**src/rtl/stopwatch_bcd_counter.sv**
```systemverilog
// Parametrised BCD stopwatch/timer counter with divider, up/down, preload and sticky flags.
// Optional lap-capture register is compiled in when STOPWATCH_LAP_EN is defined.
module stopwatch_bcd_counter #(
    parameter int unsigned CLK_FREQ    = 100000000,
    parameter int unsigned TICK_HZ     = 1,
    parameter int unsigned NUM_DIGITS  = 4,
    parameter bit          SEXAGESIMAL = 1'b1
) (
    input  logic                    clk,
    input  logic                    init_regs,
    input  logic                    count_enabled,
    input  logic                    count_down,
    input  logic                    load,
    input  logic [4*NUM_DIGITS-1:0] load_value,
    input  logic                    lap,
    output logic [4*NUM_DIGITS-1:0] time_reading,
    output logic                    tick,
    output logic                    rollover,
    output logic                    expired,
    output logic [4*NUM_DIGITS-1:0] lap_reading,
    output logic                    lap_valid
);

    localparam int unsigned DIV   = CLK_FREQ / TICK_HZ;
    localparam int unsigned DIV_W = (DIV > 1) ? $clog2(DIV) : 1;
    localparam int unsigned W     = 4 * NUM_DIGITS;
    localparam logic [DIV_W-1:0] DIV_LAST = DIV_W'(DIV - 1);

    logic [DIV_W-1:0] div_cnt;
    logic [W-1:0]     up_value;
    logic [W-1:0]     down_value;
    logic [W-1:0]     load_clean;
    logic             up_wrap;
    logic             at_zero;
    logic             down_zero;

    function automatic logic [3:0] digit_max(input int unsigned idx);
        return (SEXAGESIMAL && (idx % 2 == 1)) ? 4'd5 : 4'd9;
    endfunction

    // Ripple carry/borrow evaluated across all digits so the whole reading updates on one edge.
    always_comb begin : next_value
        logic [3:0] d;
        logic       carry;
        logic       borrow;
        d          = '0;
        carry      = 1'b1;
        borrow     = 1'b1;
        up_value   = time_reading;
        down_value = time_reading;
        load_clean = load_value;
        for (int unsigned i = 0; i < NUM_DIGITS; i++) begin
            d = time_reading[4*i +: 4];
            if (carry) begin
                if (d >= digit_max(i)) begin
                    up_value[4*i +: 4] = '0;
                end else begin
                    up_value[4*i +: 4] = d + 4'd1;
                    carry = 1'b0;
                end
            end
            if (borrow) begin
                if (d == 4'd0) begin
                    down_value[4*i +: 4] = digit_max(i);
                end else begin
                    down_value[4*i +: 4] = d - 4'd1;
                    borrow = 1'b0;
                end
            end
            if (load_value[4*i +: 4] > digit_max(i)) begin
                load_clean[4*i +: 4] = '0;
            end
        end
        up_wrap   = carry;
        at_zero   = (time_reading == '0);
        down_zero = (down_value == '0);
    end

    always_ff @(posedge clk) begin
        if (init_regs) begin
            div_cnt      <= '0;
            time_reading <= '0;
            tick         <= 1'b0;
            rollover     <= 1'b0;
            expired      <= 1'b0;
        end else begin
            tick <= 1'b0;
            if (load) begin
                time_reading <= load_clean;
                div_cnt      <= '0;
                rollover     <= 1'b0;
                expired      <= 1'b0;
            end else if (count_enabled) begin
                if (div_cnt == DIV_LAST) begin
                    div_cnt <= '0;
                    if (count_down) begin
                        // Down-counting saturates at zero: no tick, flag held high.
                        if (at_zero) begin
                            expired <= 1'b1;
                        end else begin
                            time_reading <= down_value;
                            tick         <= 1'b1;
                            if (down_zero) expired <= 1'b1;
                        end
                    end else begin
                        time_reading <= up_value;
                        tick         <= 1'b1;
                        if (up_wrap) rollover <= 1'b1;
                    end
                end else begin
                    div_cnt <= div_cnt + DIV_W'(1);
                end
            end
        end
    end

`ifdef STOPWATCH_LAP_EN
    // Captures the reading from before this edge, so a same-edge tick or load is not seen.
    always_ff @(posedge clk) begin
        if (init_regs) begin
            lap_reading <= '0;
            lap_valid   <= 1'b0;
        end else if (lap) begin
            lap_reading <= time_reading;
            lap_valid   <= 1'b1;
        end
    end
`else
    logic unused_lap;
    assign unused_lap  = lap;
    assign lap_reading = '0;
    assign lap_valid   = 1'b0;
`endif

endmodule

```
**config.mk**
```make
export PLATFORM = sky130hd
export DESIGN_NAME = stopwatch_bcd_counter
export DESIGN_NICKNAME = d
export VERILOG_FILES = /design/src/rtl/stopwatch_bcd_counter.sv
export SDC_FILE = /design/constraint.sdc
export NUM_CORES = 1
export LEC_CHECK = 0
export CORE_MARGIN = 4
export CORE_UTILIZATION = 45
export DETAILED_ROUTE_END_ITERATION = 8
export GPL_ROUTABILITY_DRIVEN = 0
export PLACE_DENSITY = 0.76
export SETUP_SLACK_MARGIN = 0.2
export SLEW_MARGIN = 20
export SYNTH_ARGS = -nofsm -noshare
export SYNTH_HDL_FRONTEND = slang
export SYNTH_SLANG_ARGS = --single-unit
```
**constraint.sdc**
```tcl
create_clock -name clk -period 5.9 [get_ports clk]
set_input_delay 1.18 -clock clk [delete_from_list [all_inputs] [get_ports clk]]
set_output_delay 1.18 -clock clk [all_outputs]
set_load 0.02 [all_outputs]
```
; Yosys cells after proc, flatten, opt, wreduce, memory -nomap -nowiden
; Cells that the tools add are included.
[word_totals]
register_bits = 46
inputBits = 22
out_inout_bits = 36
wordCells = 90
[classes]
addsub = 9
magnitude_cmp = 8
eq_ne = 2
mux = 40
bitwise_logic = 3
reduce_logical = 20
[ops]
columns = cell, n
row1 = 16-bit 2-to-1 mux, 5
row2 = 4-bit 2-to-1 mux, 18
row3 = 16-bit logical NOT, 2
row4 = 27-bit by 1-bit adder with 27-bit output (second input constant), 1
row5 = 27-bit == test (second input constant), 1
row6 = 27-bit 2-to-1 mux, 1
row7 = 4-bit AND reduction, 5
row8 = 4-bit by 1-bit adder with 4-bit output (second input constant), 4
row9 = 4-bit logical NOT, 4
row10 = 1-bit 2-to-1 mux, 16
row11 = 4-bit by 1-bit subtractor with 4-bit output (second input constant), 4
row12 = 3-bit nonzero test, 3
row13 = 4-bit by 3-bit greater-or-equal comparator with 1-bit output (second input constant), 2
row14 = 4-bit greater-or-equal comparator (second input constant), 2
row15 = 4-bit by 3-bit > comparator with 1-bit output (second input constant), 2
row16 = 4-bit > comparator (second input constant), 2
row17 = 2-bit nonzero test, 3
row18 = 4-bit OR reduction, 1
row19 = 3-bit inequality test (second input constant), 1
row20 = 1-bit inverter, 3
row21 = 3-bit AND reduction, 1
row22 = 2-bit OR reduction, 1

; Longest topological paths before layout
; Gate-level depths: netlist (run 1).
[logic_depth]
depth_word = 10
ltp_mapped = 10
mapped_depth_nobuf = 8

; Worst setup path before layout (run 1)
; Ideal clock, no wire load.
[synth_path]
path_type = input port to flip-flop
from = input count_enabled
to = register div_cnt[0]
setup_time_ns = 0.117
arrival_time_ns = 2.452
required_ns = 5.783
slack_ns = 3.331
cell_stages = 8
n_path_buf = 3
cell_sequence = and3_1 > clkbuf_2 > nand3_1 > nor4_4 > nand2b_1 > buf_2 > buf_2 > nor2_1
[synth_lines]
columns = item, line_no
row1 = start: declaration, 11  ; input logic count_enabled,
row2 = end signal: assignment, 111  ; div_cnt <= div_cnt + DIV_W'(1);
row3 = end: declaration, 29  ; logic [DIV_W-1:0] div_cnt;

==> impl_metrics.ini, run 1 <==
[global_routing]
antenna_found_initial = 0
overflow = 0
grt_pass1_wl_mm = 13.3
grt_usage_pct = 18.4
grt_max_degree = 28
grt_pass1_vias = 2926

[layout]
diodes = 0
layout_commonest_cell = nor2_1
final_cell_mix = nor2_1 (52), dfxtp_1 (46), clkdlybuf4s50_1 (39), inv_1 (21), a21oi_1 (20)
final_area_um2 = 3760
layout-drive-gt1-share_pct = 7.82
fillCellCount = 676
stdcell_count = 531
final_net_count = 470
syn_to_final_growth_pct = 14.2

[synthesis]
ys_ff_latch = 46
synth.distinct_cells = 70
yosysSeqAreaShare_pct = 27.9
synth_mux_area_share_pct = 2.58
synth_compound_area_share_pct = 20.3
dominantRegCellSynth = dfxtp_1
syn-instance-count = 404
syn_area_um2 = 3300
synth-adder-area-share_pct = 5.31
syn_area_per_cell_um2 = 8.16
yosys.area_share.simple_pct = 27.4
synth_top_family_by_area = simple AND/OR/NAND/NOR gates
synth_edf_count = 0
yosys.area_share.xor_xnor_pct = 7.17
yosys_warnings = 0
async_flop_share_pct = 0

[clock_network]
cts-htree-levels = 2
cts_made_buffers = 5
hold_buffers = 0
clk_pin_slew_ps = 100
clockBufferDepth = 2
cts_tree = done
cts_sinks = 46
cts_setup_buffers = 0
worstSkewPairLatency_ps = 310
cts-resized-gates = 0
cts_root_buf = clkbuf_8

[placed_design]
dp_hpwl_mm = 5.76
port_buffers = 39
postPlaceCellArea_um2 = 3670
place_inst = 523

[sta]
skew_ps = 11.5
worst_pin_slew_ps = 999
hold_viol = 0
finalCriticalPeriod_ps = 3570
fin_crit_sh_pct = 60.5
finalSetupViolations = 0
slew_headroom_pct = 33.4
rsz0062_at_grt = false
finalMaxSlewViolations = 0
max_freq_mhz = 280
fin_tns_setup_ps = 0

[floorplan]
io-pin-count = 58
num_rows = 30
die_w_um = 93.6
start_util_pct = 47.5
dieHeight_um = 93.6
dieArea_um2 = 8760
core_um2 = 6940

[status]
run_status = complete, no violations

[critical_path]
worst_ep_arrival_time_ps = 3720
r2r-end = time_reading[8]$_SDFFE_PP0P_
r2r-start = time_reading[4]$_SDFFE_PP0P_
rr_worst_depth = 8
path_max_fanout = 27
path_class = input port to flip-flop
worstPathRequired_ps = 6060
regToRegSetupSlack_ps = 3140
startpoint_type = input port
worst_setup_path_end_kind = flip-flop

[pwr]
ir_drop_mv = 0.124
power_w = 0.000711
powerDensity_nw_per_um2 = 189
p_leak_nw = 1.33

[run]
drv_cap = 0

[worst_hold_path]
min_path_cells = 2
worstHoldEndpoint = rollover$_SDFFE_PP0P_
hold_start = rollover$_SDFFE_PP0P_
hold_path.class = flip-flop to flip-flop

[detailed_routing]
drt_pass1_iterations = 5
wire_per_inst_um = 15.2
drc = 0
dr_total_vias = 3072
vias_per_cell = 5.79
drtIter0Drc = 167
wirelength_mm = 8.09
detail-route-antenna-nets = 0
==> through the flow <==
stage / setup WS [ps] / hold slack (ps) / utilization, %
after floorplan: 3330 / 472 / -
after global placement: 2050 / 456 / 52.8
after detailed placement: 1990 / 471 / 52.8
after CTS: 2320 / 495 / 54.2
after global routing: 2120 / 548 / 54.2
final: 2330 / 489 / 54.2
==> how the worst max path moves through the flow <==
stage	start	endpoint	slack [ps]	depth (start not counted)
floorplan	count_enabled	div_cnt[0]$_SDFFE_PP0P_	3330	8
global placement	count_enabled	div_cnt[10]$_SDFFE_PP0P_	2050	6
detailed placement	count_enabled	div_cnt[19]$_SDFFE_PP0P_	1990	6
CTS	count_enabled	div_cnt[19]$_SDFFE_PP0P_	2320	6
global route	count_enabled	div_cnt[10]$_SDFFE_PP0P_	2120	6
finish	count_enabled	div_cnt[19]$_SDFFE_PP0P_	2330	6
==> final cells by class <==
| class | instances | area [um2] | share of cell area (%) |
|---|---|---|---|
| repair buffers | 42 | 413 | 11.0 |
| clock inverters | 3 | 26.3 | 0.698 |
| inverters | 22 | 82.6 | 2.19 |
| well taps | 96 | 120 | 3.19 |
| flip-flops and latches | 46 | 921 | 24.5 |
| multi-input cells | 317 | 2130 | 56.7 |
| clock buffers | 5 | 68.8 | 1.83 |
==> critical path: stages <==
cell	delay, ps
clkdlybuf4s50_1	560
and3_1	350
nand3_1	170
nor4_4	470
nand2b_1	850
nor2_1	130
==> synth_stat cells (all sizes together), types with 2 or more instances <==
cell / count / area share, %
nor2: 53 / 6.1
dfxtp: 46 / 28
buf: 27 / 5.7
a21oi: 21 / 3.3
inv: 21 / 2.4
nand2: 19 / 2.2
nand3: 17 / 2.6
xor2: 15 / 4.0
ha: 14 / 5.3
nor3: 13 / 2.0
o21ai: 12 / 1.8
xnor2: 12 / 3.2
a211oi: 11 / 2.8
nand4: 10 / 2.4
nor4: 9 / 2.6
clkbuf: 8 / 1.1
nand2b: 7 / 1.3
o31ai: 7 / 1.6
a31oi: 5 / 1.4
a32oi: 5 / 1.3
and3: 5 / 0.95
and4: 5 / 1.4
or3b: 5 / 1.5
a22oi: 4 / 1.1
and2: 4 / 0.83
mux2i: 4 / 1.2
nand3b: 4 / 0.91
nor3b: 4 / 1.2
a2bb2oi: 3 / 0.80
o22ai: 3 / 0.57
or3: 3 / 0.57
a2111oi: 2 / 1.1
a21o: 2 / 0.46
a311oi: 2 / 0.53
a32o: 2 / 0.61
a41oi: 2 / 0.53
mux2: 2 / 0.68
==> registers in the layout, indices dropped and copies added, names as in the netlist <==
signal / cells
tick: 1
div_cnt: 27
rollover: 1
expired: 1
time_reading: 16
==> where the power goes <==
part	leakage [nW]	switching [W]	internal [W]
Sequential	0.373	0.0000131	0.000316
Combinational	0.906	0.0000988	0.0000690
Clock	0.0495	0.000126	0.0000883
==> cell families (layout without fill, tap and decap cells) <==
family	after synthesis	count (layout)
flops	46	46
buf+inv	57	72
simple gates	162	162
xor+xnor	27	27
other cells	1	17
fa+ha+maj	14	14
compound gates	90	90
mux	7	7
==> routing by layer <==
metal | vias up | GRT usage, % | part of all wire (%) | wire [um]
li1 | 1493 | - | - | -
met1 | 1465 | 22.6 | 44 | 3560
met2 | 105 | 32.6 | 50 | 4020
met3 | 9 | 3.54 | 5.3 | 426
met4 | 0 | 5.17 | 1.1 | 87
met5 | - | 0 | 0 | 0
Note: power is estimated with default switching activity, not from simulation.
==> run 2, diff against run 1 <==
==> constraint.sdc (replaced) <==
create_clock -name clk -period 3.7 [get_ports clk]
set_input_delay 0.74 -clock clk [delete_from_list [all_inputs] [get_ports clk]]
set_output_delay 0.74 -clock clk [all_outputs]
set_load 0.02 [all_outputs]
==> impl_metrics.ini, run 2 (synthesis gave the netlist of run 1 again) <==
[sta]
worst_pin_slew_ps = 748
fin_tns_setup_ps = 0
slew_headroom_pct = 50.1
finalCriticalPeriod_ps = 2740
rsz0062_at_grt = false
hold_viol = 0
skew_ps = 10.3
max_freq_mhz = 365
fin_crit_sh_pct = 74.0
finalSetupViolations = 0
finalMaxSlewViolations = 0

[clock_network]
clk_pin_slew_ps = 90
cts-htree-levels = 2
cts_tree = done
clockBufferDepth = 2
cts-resized-gates = 0
worstSkewPairLatency_ps = 300
cts_setup_buffers = 0
hold_buffers = 0
cts_sinks = 46
cts_root_buf = clkbuf_8
cts_made_buffers = 5

[run]
drv_cap = 0

[critical_path]
worst_setup_path_end_kind = flip-flop
worstPathRequired_ps = 3890
regToRegSetupSlack_ps = 960
path_class = flip-flop to flip-flop
worst_ep_arrival_time_ps = 2930
rr_worst_depth = 8
startpoint_type = flip-flop
path_max_fanout = 10

[layout]
final_cell_mix = nor2_1 (52), dfxtp_1 (46), clkdlybuf4s50_1 (39), inv_1 (21), a21oi_1 (20)
layout-drive-gt1-share_pct = 8.64
syn_to_final_growth_pct = 15.0
final_net_count = 475
diodes = 0
largest_reg_flops = 27
ff_latch_area_um2 = 921
fillCellCount = 631
layout_commonest_cell = nor2_1
final_util_pct = 54.6
multi_input_area_um2 = 2130
largestRegisters = div_cnt x27, time_reading x16
largest_register = div_cnt

[detailed_routing]
detail-route-antenna-nets = 0
vias_per_cell = 5.68
drtIter0Drc = 175
dr_total_vias = 3044
drc = 0
drt_pass1_iterations = 4
wire_per_inst_um = 14.8
wirelength_mm = 7.92

[worst_hold_path]
min_path_cells = 2
hold_path.class = flip-flop to flip-flop

[floorplan]
core_um2 = 6940
dieArea_um2 = 8760
dieHeight_um = 93.6
io-pin-count = 58
num_rows = 30
die_w_um = 93.6
start_util_pct = 47.5

[global_routing]
grt_pass1_wl_mm = 13.0
grt_pass1_vias = 2755
antenna_found_initial = 0
use_met1_pct = 22.6
use_met3_pct = 3.22
grt_usage_pct = 17.9
overflow = 0
grt_max_degree = 28
use_met2_pct = 31.4
busiest_layer = met2

[pwr]
ir_drop_mv = 0.290
powerDensity_nw_per_um2 = 293
p_leak_nw = 1.35

[placed_design]
dp_hpwl_mm = 5.79
port_buffers = 39

[status]
run_status = complete, no violations
[run 2: changes by cell type in the layout (fill, tap and decap cells not counted)]
cell,change
buf_4,+5
clkbuf_1,+1
clkinv_2,+1
clkinv_4,+1
inv_6,-3
[run 2: cell type report]
cell class / count / area share (%)
clock buffers: 6 / 1.91
clock inverters: 2 / 0.363
inverters: 22 / 2.18
multi-input cells: 317 / 56.2
flip-flops and latches: 46 / 24.3
well taps: 96 / 3.17
repair buffers: 47 / 11.9
[run 2: per-layer routing]
metal / share of wire, % / wire, um / up-vias
met5: 0 / 0 / -
li1: - / - / 1500
met4: 0.92 / 73 / 0
met3: 5.9 / 465 / 13
met1: 44 / 3480 / 1426
met2: 49 / 3890 / 105
[run 2: worst max-delay path, cell delays in order, from the launching register on]
cell and delay (ps):
dfxtp_1 560, inv_1 140, ha_1 300, nand2b_1 240
nor4_4 80, a2111oi_4 750, a21oi_2 230, a211oi_1 240
a211oi_1 70
[run 2: power breakdown]
| part | switching, W | total (W) | internal, W |
|---|---|---|---|
| Clock | 0.000181 | 0.000315 | 0.000134 |
| Combinational | 0.000158 | 0.000271 | 0.000113 |
| Sequential | 0.0000207 | 0.000525 | 0.000504 |
[run 2: metrics by stage]
stage | std cells | setup slack (ps) | cell area, um2 | power [W] | hold WS [ps]
2_1_floorplan | 420 | 1350 | 3360 | 0.000734 | 472
3_3_place_gp | 528 | 779 | 3710 | 0.000796 | 457
3_5_place_dp | 528 | 729 | 3710 | 0.000802 | 460
4_1_cts | 536 | 992 | 3790 | 0.00111 | 482
5_1_grt | 536 | 736 | 3790 | 0.00116 | 512
6_report | 536 | 960 | 3790 | 0.00111 | 484
[run 2: path summary, 6_finish.rpt]
| check | end | start |
|---|---|---|
| setup / recovery | time_reading[12]$_SDFFE_PP0P_ | time_reading[8]$_SDFFE_PP0P_ |
| hold / removal | rollover$_SDFFE_PP0P_ | rollover$_SDFFE_PP0P_ |
| setup reg to reg | time_reading[12]$_SDFFE_PP0P_ | time_reading[8]$_SDFFE_PP0P_ |
| hold reg to reg | rollover$_SDFFE_PP0P_ | rollover$_SDFFE_PP0P_ |
